**src/rtl/space_wire_tx_arbiter_pkg.sv**
```systemverilog
// rtl/space_wire_tx_arbiter_pkg.sv - shared SpaceWire TX arbiter constants, state encoding and helpers
// Contents: SPW_EOP/SPW_EEP characters ({control_flag, data}), arbiter state enum,
//           is_eop_eep() end-of-packet detector.
package space_wire_pkg;

   localparam logic [8:0] SPW_EOP = 9'h100;
   localparam logic [8:0] SPW_EEP = 9'h101;

   typedef enum logic [1:0] {
      ST_IDLE,
      ST_GRANT,
      ST_INSERT_EEP,
      ST_FLUSH
   } arb_state_t;

   // Every control character terminates a packet: data[0] selects EOP/EEP and
   // control characters with nonzero upper bits are treated as EEP.
   function automatic logic is_eop_eep(input logic [8:0] c);
      return c[8];
   endfunction

endpackage

```
**src/rtl/space_wire_tx_arbiter_if.sv**
```systemverilog
// rtl/space_wire_tx_arbiter_if.sv - source/link handshake bundle for the SpaceWire TX arbiter
// Signals: link status, per-source valid/data/ready, link TX char + ready, grant and abort status.
// Modports: master = arbiter view, slave = environment (sources, link, status consumer) view.
interface space_wire_tx_arbiter_if #(
   parameter int C_NUM_REQ = 4
);
   logic                     i_link_run;
   logic [C_NUM_REQ-1:0]     i_req_valid;
   logic [9*C_NUM_REQ-1:0]   i_req_data;
   logic [C_NUM_REQ-1:0]     o_req_ready;
   logic                     o_tx_data_en;
   logic [7:0]               o_tx_data;
   logic                     o_tx_data_control_flag;
   logic                     i_tx_ready;
   logic [C_NUM_REQ-1:0]     o_grant;
   logic                     o_abort_pulse;
   logic [7:0]               o_abort_cnt;

   modport master (
      input  i_link_run, i_req_valid, i_req_data, i_tx_ready,
      output o_req_ready, o_tx_data_en, o_tx_data, o_tx_data_control_flag,
             o_grant, o_abort_pulse, o_abort_cnt
   );

   modport slave (
      output i_link_run, i_req_valid, i_req_data, i_tx_ready,
      input  o_req_ready, o_tx_data_en, o_tx_data, o_tx_data_control_flag,
             o_grant, o_abort_pulse, o_abort_cnt
   );
endinterface

```
**src/rtl/space_wire_tx_arbiter_rr_picker.sv**
```systemverilog
// rtl/space_wire_tx_arbiter_rr_picker.sv - combinational one-hot round-robin selector
// Ports: req_i  request vector
//        ptr_i  index searched first; search wraps modulo N
//        gnt_o  one-hot winner (0 when no request)
//        any_o  at least one request present
module space_wire_rr_picker #(
   parameter int N  = 4,
   parameter int PW = $clog2(N)
) (
   input  logic [N-1:0]  req_i,
   input  logic [PW-1:0] ptr_i,
   output logic [N-1:0]  gnt_o,
   output logic          any_o
);

   logic [PW:0]   sum;
   logic [PW-1:0] idx;

   always_comb begin
      gnt_o = '0;
      sum   = '0;
      idx   = '0;
      for (int i = 0; i < N; i++) begin
         sum = {1'b0, ptr_i} + (PW+1)'(i);
         if (sum >= (PW+1)'(N)) begin
            sum = sum - (PW+1)'(N);
         end
         idx = sum[PW-1:0];
         if (gnt_o == '0 && req_i[idx]) begin
            gnt_o[idx] = 1'b1;
         end
      end
   end

   assign any_o = |req_i;

endmodule

```
**src/rtl/space_wire_tx_arbiter.sv**
```systemverilog
// rtl/space_wire_tx_arbiter.sv - packet-atomic round-robin arbiter for one SpaceWire TX port
// Ports: i_clk    system clock
//        i_reset  asynchronous active-high reset
//        bus      source/link handshake bundle (master view): per-source valid/data/ready,
//                 link tx_data_en/tx_data/control_flag/tx_ready, grant, abort pulse/count
module space_wire_tx_arbiter
   import space_wire_pkg::*;
#(
   parameter int C_NUM_REQ     = 4,
   parameter int C_TIMEOUT_VAL = 1024
) (
   input  logic                   i_clk,
   input  logic                   i_reset,
   space_wire_tx_arbiter_if.master bus
);

   localparam int PW = $clog2(C_NUM_REQ);
   localparam int TW = $clog2(C_TIMEOUT_VAL + 1);

   arb_state_t            state_q;
   logic [C_NUM_REQ-1:0]  grant_q;
   logic [PW-1:0]         gidx_q;
   logic [PW-1:0]         ptr_q;
   logic [TW-1:0]         tmo_q;
   logic                  abort_pulse_q;
   logic [7:0]            abort_cnt_q;

   logic [C_NUM_REQ-1:0]  pick_gnt;
   logic                  pick_any;
   logic [PW-1:0]         pick_idx;
   logic [8:0]            g_data;
   logic                  g_valid;
   logic                  src_beat;
   logic                  src_end;
   logic [PW-1:0]         ptr_d;
   logic [TW-1:0]         tmo_d;

   logic [C_NUM_REQ-1:0]  req_ready;
   logic                  tx_en;
   logic [7:0]            tx_data;
   logic                  tx_ctrl;

   space_wire_rr_picker #(.N(C_NUM_REQ)) u_picker (
      .req_i (bus.i_req_valid),
      .ptr_i (ptr_q),
      .gnt_o (pick_gnt),
      .any_o (pick_any)
   );

   always_comb begin
      pick_idx = '0;
      for (int i = 0; i < C_NUM_REQ; i++) begin
         if (pick_gnt[i]) pick_idx = PW'(i);
      end
   end

   always_comb begin
      g_data = '0;
      for (int i = 0; i < C_NUM_REQ; i++) begin
         if (grant_q[i]) g_data = bus.i_req_data[9*i +: 9];
      end
   end

   assign g_valid = |(bus.i_req_valid & grant_q);

   // Owner passes straight through while granted; during FLUSH the owner is
   // drained at full rate with the link disconnected.
   always_comb begin
      req_ready = '0;
      tx_en     = 1'b0;
      tx_data   = '0;
      tx_ctrl   = 1'b0;
      case (state_q)
         ST_GRANT: begin
            tx_en     = g_valid;
            tx_data   = g_data[7:0];
            tx_ctrl   = g_data[8];
            req_ready = grant_q & {C_NUM_REQ{bus.i_tx_ready}};
         end
         ST_INSERT_EEP: begin
            tx_en   = 1'b1;
            tx_data = SPW_EEP[7:0];
            tx_ctrl = SPW_EEP[8];
         end
         ST_FLUSH: begin
            req_ready = grant_q;
         end
         default: ;
      endcase
   end

   assign src_beat = |(bus.i_req_valid & req_ready);
   assign src_end  = src_beat & is_eop_eep(g_data);
   assign ptr_d    = (gidx_q == PW'(C_NUM_REQ - 1)) ? '0 : gidx_q + PW'(1);
   // Stall counter: a valid-but-not-ready source is the link's fault, not the source's.
   assign tmo_d    = src_beat ? '0 : (g_valid ? tmo_q : tmo_q + TW'(1));

   always_ff @(posedge i_clk or posedge i_reset) begin
      if (i_reset) begin
         state_q       <= ST_IDLE;
         grant_q       <= '0;
         gidx_q        <= '0;
         ptr_q         <= '0;
         tmo_q         <= '0;
         abort_pulse_q <= 1'b0;
         abort_cnt_q   <= '0;
      end else begin
         abort_pulse_q <= 1'b0;
         case (state_q)
            ST_IDLE: begin
               if (bus.i_link_run && pick_any) begin
                  grant_q <= pick_gnt;
                  gidx_q  <= pick_idx;
                  tmo_q   <= '0;
                  state_q <= ST_GRANT;
               end
            end
            ST_GRANT: begin
               tmo_q <= tmo_d;
               if (src_end) begin
                  grant_q <= '0;
                  ptr_q   <= ptr_d;
                  state_q <= ST_IDLE;
               end else if (!bus.i_link_run) begin
                  state_q <= ST_FLUSH;
               end else if (tmo_d == TW'(C_TIMEOUT_VAL)) begin
                  state_q <= ST_INSERT_EEP;
               end
            end
            ST_INSERT_EEP: begin
               // An EEP that actually left on the link is always counted.
               if (bus.i_tx_ready) begin
                  abort_pulse_q <= 1'b1;
                  if (abort_cnt_q != 8'hFF) abort_cnt_q <= abort_cnt_q + 8'd1;
                  state_q <= ST_FLUSH;
               end else if (!bus.i_link_run) begin
                  state_q <= ST_FLUSH;
               end
            end
            ST_FLUSH: begin
               if (src_end) begin
                  grant_q <= '0;
                  ptr_q   <= ptr_d;
                  state_q <= ST_IDLE;
               end
            end
            default: state_q <= ST_IDLE;
         endcase
      end
   end

   assign bus.o_req_ready            = req_ready;
   assign bus.o_tx_data_en           = tx_en;
   assign bus.o_tx_data              = tx_data;
   assign bus.o_tx_data_control_flag = tx_ctrl;
   assign bus.o_grant                = grant_q;
   assign bus.o_abort_pulse          = abort_pulse_q;
   assign bus.o_abort_cnt            = abort_cnt_q;

endmodule

```
**src/flat_wrapper.sv**
```systemverilog
// flat-port wrapper written by rule: the top's interface ports become plain ports
module space_wire_tx_arbiter_flat import space_wire_pkg::*;
#(
   parameter int C_NUM_REQ     = 4,
   parameter int C_TIMEOUT_VAL = 1024
)
  (i_clk, i_reset, bus_i_link_run, bus_i_req_valid, bus_i_req_data, bus_i_tx_ready, bus_o_req_ready, bus_o_tx_data_en, bus_o_tx_data, bus_o_tx_data_control_flag, bus_o_grant, bus_o_abort_pulse, bus_o_abort_cnt);
  space_wire_tx_arbiter_if #(.C_NUM_REQ(C_NUM_REQ)) bus_i ();
  input  logic i_clk;
  input  logic i_reset;
  input wire logic [$bits(bus_i.i_link_run)-1:0] bus_i_link_run;
  input wire logic [$bits(bus_i.i_req_valid)-1:0] bus_i_req_valid;
  input wire logic [$bits(bus_i.i_req_data)-1:0] bus_i_req_data;
  input wire logic [$bits(bus_i.i_tx_ready)-1:0] bus_i_tx_ready;
  output wire logic [$bits(bus_i.o_req_ready)-1:0] bus_o_req_ready;
  output wire logic [$bits(bus_i.o_tx_data_en)-1:0] bus_o_tx_data_en;
  output wire logic [$bits(bus_i.o_tx_data)-1:0] bus_o_tx_data;
  output wire logic [$bits(bus_i.o_tx_data_control_flag)-1:0] bus_o_tx_data_control_flag;
  output wire logic [$bits(bus_i.o_grant)-1:0] bus_o_grant;
  output wire logic [$bits(bus_i.o_abort_pulse)-1:0] bus_o_abort_pulse;
  output wire logic [$bits(bus_i.o_abort_cnt)-1:0] bus_o_abort_cnt;
  assign bus_i.i_link_run = bus_i_link_run;
  assign bus_i.i_req_valid = bus_i_req_valid;
  assign bus_i.i_req_data = bus_i_req_data;
  assign bus_i.i_tx_ready = bus_i_tx_ready;
  assign bus_o_req_ready = bus_i.o_req_ready;
  assign bus_o_tx_data_en = bus_i.o_tx_data_en;
  assign bus_o_tx_data = bus_i.o_tx_data;
  assign bus_o_tx_data_control_flag = bus_i.o_tx_data_control_flag;
  assign bus_o_grant = bus_i.o_grant;
  assign bus_o_abort_pulse = bus_i.o_abort_pulse;
  assign bus_o_abort_cnt = bus_i.o_abort_cnt;
  space_wire_tx_arbiter #(.C_NUM_REQ(C_NUM_REQ), .C_TIMEOUT_VAL(C_TIMEOUT_VAL)) u_core (.i_clk(i_clk), .i_reset(i_reset), .bus(bus_i));
endmodule
```
**config.mk**
```make
export PLATFORM = sky130hd
export DESIGN_NAME = space_wire_tx_arbiter_flat
export DESIGN_NICKNAME = d
export VERILOG_FILES = /design/src/rtl/space_wire_tx_arbiter_pkg.sv /design/src/rtl/space_wire_tx_arbiter_if.sv /design/src/rtl/space_wire_tx_arbiter_rr_picker.sv /design/src/rtl/space_wire_tx_arbiter.sv /design/src/flat_wrapper.sv
export SDC_FILE = /design/constraint.sdc
export NUM_CORES = 1
export LEC_CHECK = 0
export BUFFER_PORTS_ARGS = -buffer_cell sky130_fd_sc_hd__clkbuf_2
export CAP_MARGIN = 20
export CORE_MARGIN = 2
export CORE_UTILIZATION = 58
export DETAILED_ROUTE_END_ITERATION = 6
export PLACE_DENSITY = 0.86
export SYNTH_ARGS = -nofsm -noshare
export SYNTH_HDL_FRONTEND = slang
export SYNTH_HIERARCHICAL = 1
export SYNTH_SLANG_ARGS = --single-unit
```
**constraint.sdc**
```tcl
create_clock -name i_clk -period 7.3 [get_ports i_clk]
set_input_delay 0.365 -clock i_clk [delete_from_list [all_inputs] [get_ports i_clk]]
set_output_delay 0.365 -clock i_clk [all_outputs]
set_load 0.005 [all_outputs]
```
==> run metrics <==
status=finished clean; most frequent cells in the layout=70 x clkbuf_2, 40 x nand2_1, 30 x dfrtp_1, 26 x o21ai_0; path category of the worst min-delay check=primary input to asynchronous set/reset pin; cell-by-cell listing of the critical path=inv_1 -> ha_1 -> mux4_1 -> a21boi_0 -> a2111o_1 -> and4_1 -> a31o_2 -> inv_1 -> a21oi_1 -> o21ai_0; area delta synth->final=16.8%; delay of the slowest cell on the worst path=around 0.6 ns; Chip Width=roughly 73 um; power density relative to cell area=374 nW/um^2; Slew Limit Fails=0; maximum number of pins on one net before global-route repair=31; Chip Height=between 70 and 80 um; post-synthesis instance total=320; cell family contributing the most delay on the critical path=compound AO/OA/AOI/OAI gates; number of nets with antenna violations after routing=0; worst vdd ir=0.238 mV; Die Area=between 5000 and 6000 um^2; H-tree lvl count=2; Net Count, Synth=381; antenna violations before repair=0; Post-synth EDFFs=0; DP Wirelength=5.59 mm; portion of netlist area occupied by mux cells=between 8 and 9%; remaining routing DRC violations=0; Rows=25; #FFs+latches synth=30; clock insertion delay at the later pin of the skew report=about 0.29 ns; maximum clock path buffer count=2; cts bufs inserted=5; Crit path top cell by count=inv_1; Clk Tree Root Cell=clkbuf_8; number of max-cap violations=0; routed length per instance=approximately 17 um; Inserted Diodes=0; most frequent standard cell in the layout excluding fill and tap cells=clkbuf_2; Total Power Consumption=~1.2 mW; routed via count divided by cell count=6.45; combined buffer and inverter count along the critical path=2; post-route clock period utilization=~44%; number of port buffers=70; Post-Synth XOR/XNOR Area=about 3.1%; nets@finish=449; All-Layer GR Usage=between 20% and 30%; post-synthesis instance area=2800 um^2; core area=approximately 4700 um^2; arithmetic-cell share of the synthesized area counting full adders, half adders and majority gates=under 10%; unrepaired setup endpoints after global routing=false; Worst Path Arrival=3.45 ns; routability-driven placement congestion ratio=between 0.9 and 1; gr ovfl total=0; Detailed Route Iter0 Violations=211; total wirelength of the detailed-routed design=roughly 7.4 mm; Leak=1.56 nW; final total negative setup slack=0 ns; clock period minus final worst setup slack=around 3.2 ns; complex-gate fraction of the synthesized area=approximately 29%; simple-gate portion of the synthesized area=roughly a fifth; number of clock sinks seen by CTS=30; Startpoint Class=flop; first-pass GRT wire length=about 12 mm; Seq/Total Area, Yosys=between 20% and 30%; FFs w/ async S/R, synth=100%; final-layout fill cell count=~380; cell with the largest stage delay on the worst path=dfrtp_1; detailed-router iteration count before antenna repair=5; share of cells above drive strength 1=between 20 and 30%; clock tree from TritonCTS=yes; worst-path fanout max=12; I/O pin cnt=a little over 70; worst max-slew margin expressed relative to the limit=between 50% and 60%; number of distinct standard cells referenced by the synthesized netlist=70; Synth Flop Type=dfrtp_1; Critical Path RT=7.51 ns; initial standard-cell utilization of the core=about three fifths; number of warnings reported in the yosys synthesis log=6; highest clock rate=309 MHz; # setup viols final=0; vias in the first global route=2587; cts hold-fix bufs=0; number of gates given a new drive strength after cts=0; largest family of logic cells by synthesized area=compound AO/OA/AOI/OAI gates; critical path start-end classification=flop to flop; clock-pin slew of the registers on the worst-case setup and hold paths=0.07 ns; Avg Inst Size Synth=8.75 um^2; number of endpoints with negative hold slack in the final report=0; slew at the pin with the worst max-slew slack=roughly 0.62 ns; total setup buffers inserted after CTS=0; vias after detailed routing=about 2.9k; Final Skew=0.00783 ns; kind of capture point of the worst setup path=flop
[path summary, 6_finish.rpt]
| kind | from | to | slack, ns | depth (start not counted) |
|---|---|---|---|---|
| hold reg to reg | u_core/bus.o_abort_cnt[6] | u_core/bus.o_abort_cnt[6] | 0.50 | 1 |
| setup / recovery | u_core/ptr_q[0] | u_core/gidx_q[0] | 4.07 | 10 |
| hold / removal | i_reset | u_core/bus.o_abort_cnt[7] | 0.12 | 3 |
| max in group asynchronous | i_reset | u_core/gidx_q[1] | 6.89 | 3 |
| setup reg to reg | u_core/ptr_q[0] | u_core/gidx_q[0] | 4.07 | 10 |
| min in group i_clk | bus_i_link_run | flop | 0.36 | 2 |
[stage by stage]
| stage | instances | util (%) | hold slack (ns) | area [um^2] | worst slack (ns) |
|---|---|---|---|---|---|
| after floorplan | 320 | - | 0.454 | 2800 | 4.43 |
| after global placement | 435 | 67.6 | 0.438 | 3170 | 4.23 |
| after detailed placement | 435 | 67.6 | 0.444 | 3170 | 4.10 |
| after CTS | 443 | 69.7 | 0.134 | 3270 | 4.08 |
| after global routing | 443 | 69.7 | 0.164 | 3270 | 3.86 |
| final | 443 | 69.7 | 0.117 | 3270 | 4.07 |
[sequential cells by signal, indices dropped and copies added, names as in the netlist, named ones only]
register,count
u_core/tmo_q,11
u_core/bus.o_abort_cnt,8
u_core/bus.o_grant,4
u_core/gidx_q,2
u_core/ptr_q,2
u_core/bus.o_abort_pulse,1
u_core/state_q,1
[layout make-up]
cell class / count / area, um^2 / area share [%]
Multi-Input combinational cell: 264 / 1940 / 59.3
Sequential cell: 30 / 751 / 23.0
Timing Repair Buffer: 71 / 358 / 10.9
Clock buffer: 6 / 82.6 / 2.53
Tap cell: 54 / 67.6 / 2.07
Inverter: 16 / 60.1 / 1.84
Clock inverter: 2 / 12.5 / 0.383
[tightest hold or removal path, stage by stage]
cell      delay, ns
clkbuf_2       0.08
inv_1          0.04
buf_4          0.35
[Yosys cell counts (6+ instances only)]
master   instances  area [um^2]
nor2_1          17         63.8
a31oi_1          7         43.8
o31ai_1         10         75.1
dfrtp_1         30          751
nand3_1          8         40.0
a221o_1          7         70.1
o21ai_0         26          130
ha_1            17          213
xnor2_1          9         78.8
mux2i_1          6         60.1
nand2_1         40          150
inv_1           15         56.3
and3_1          14         87.6
a21oi_1          8         40.0
nand4_1          6         37.5
[logic make-up (layout without fill, tap and decap cells)]
group / count (synthesis) / count (layout)
and+or+nand+nor: 114 / 114
buffers and inverters: 26 / 95
AOI/OAI and AO/OA: 107 / 107
xor gates and xnor gates: 10 / 10
muxes: 16 / 16
adders and majority gates: 17 / 17
DFF: 30 / 30
[per-layer routing]
metal	vias up	track usage, %	routed length [um]
li1	1356	-	-
met1	1341	37.2	3140
met2	146	46.9	3480
met3	13	6.58	645
met4	0	9.49	128
met5	-	0	0
[power breakdown]
part	internal [mW]	total, mW	switching (mW)
registers	0.205	0.284	0.0794
clock network	0.0757	0.145	0.0697
logic	0.343	0.793	0.450
total	0.624	1.22	0.599
Power figures use the tool's default switching activity.
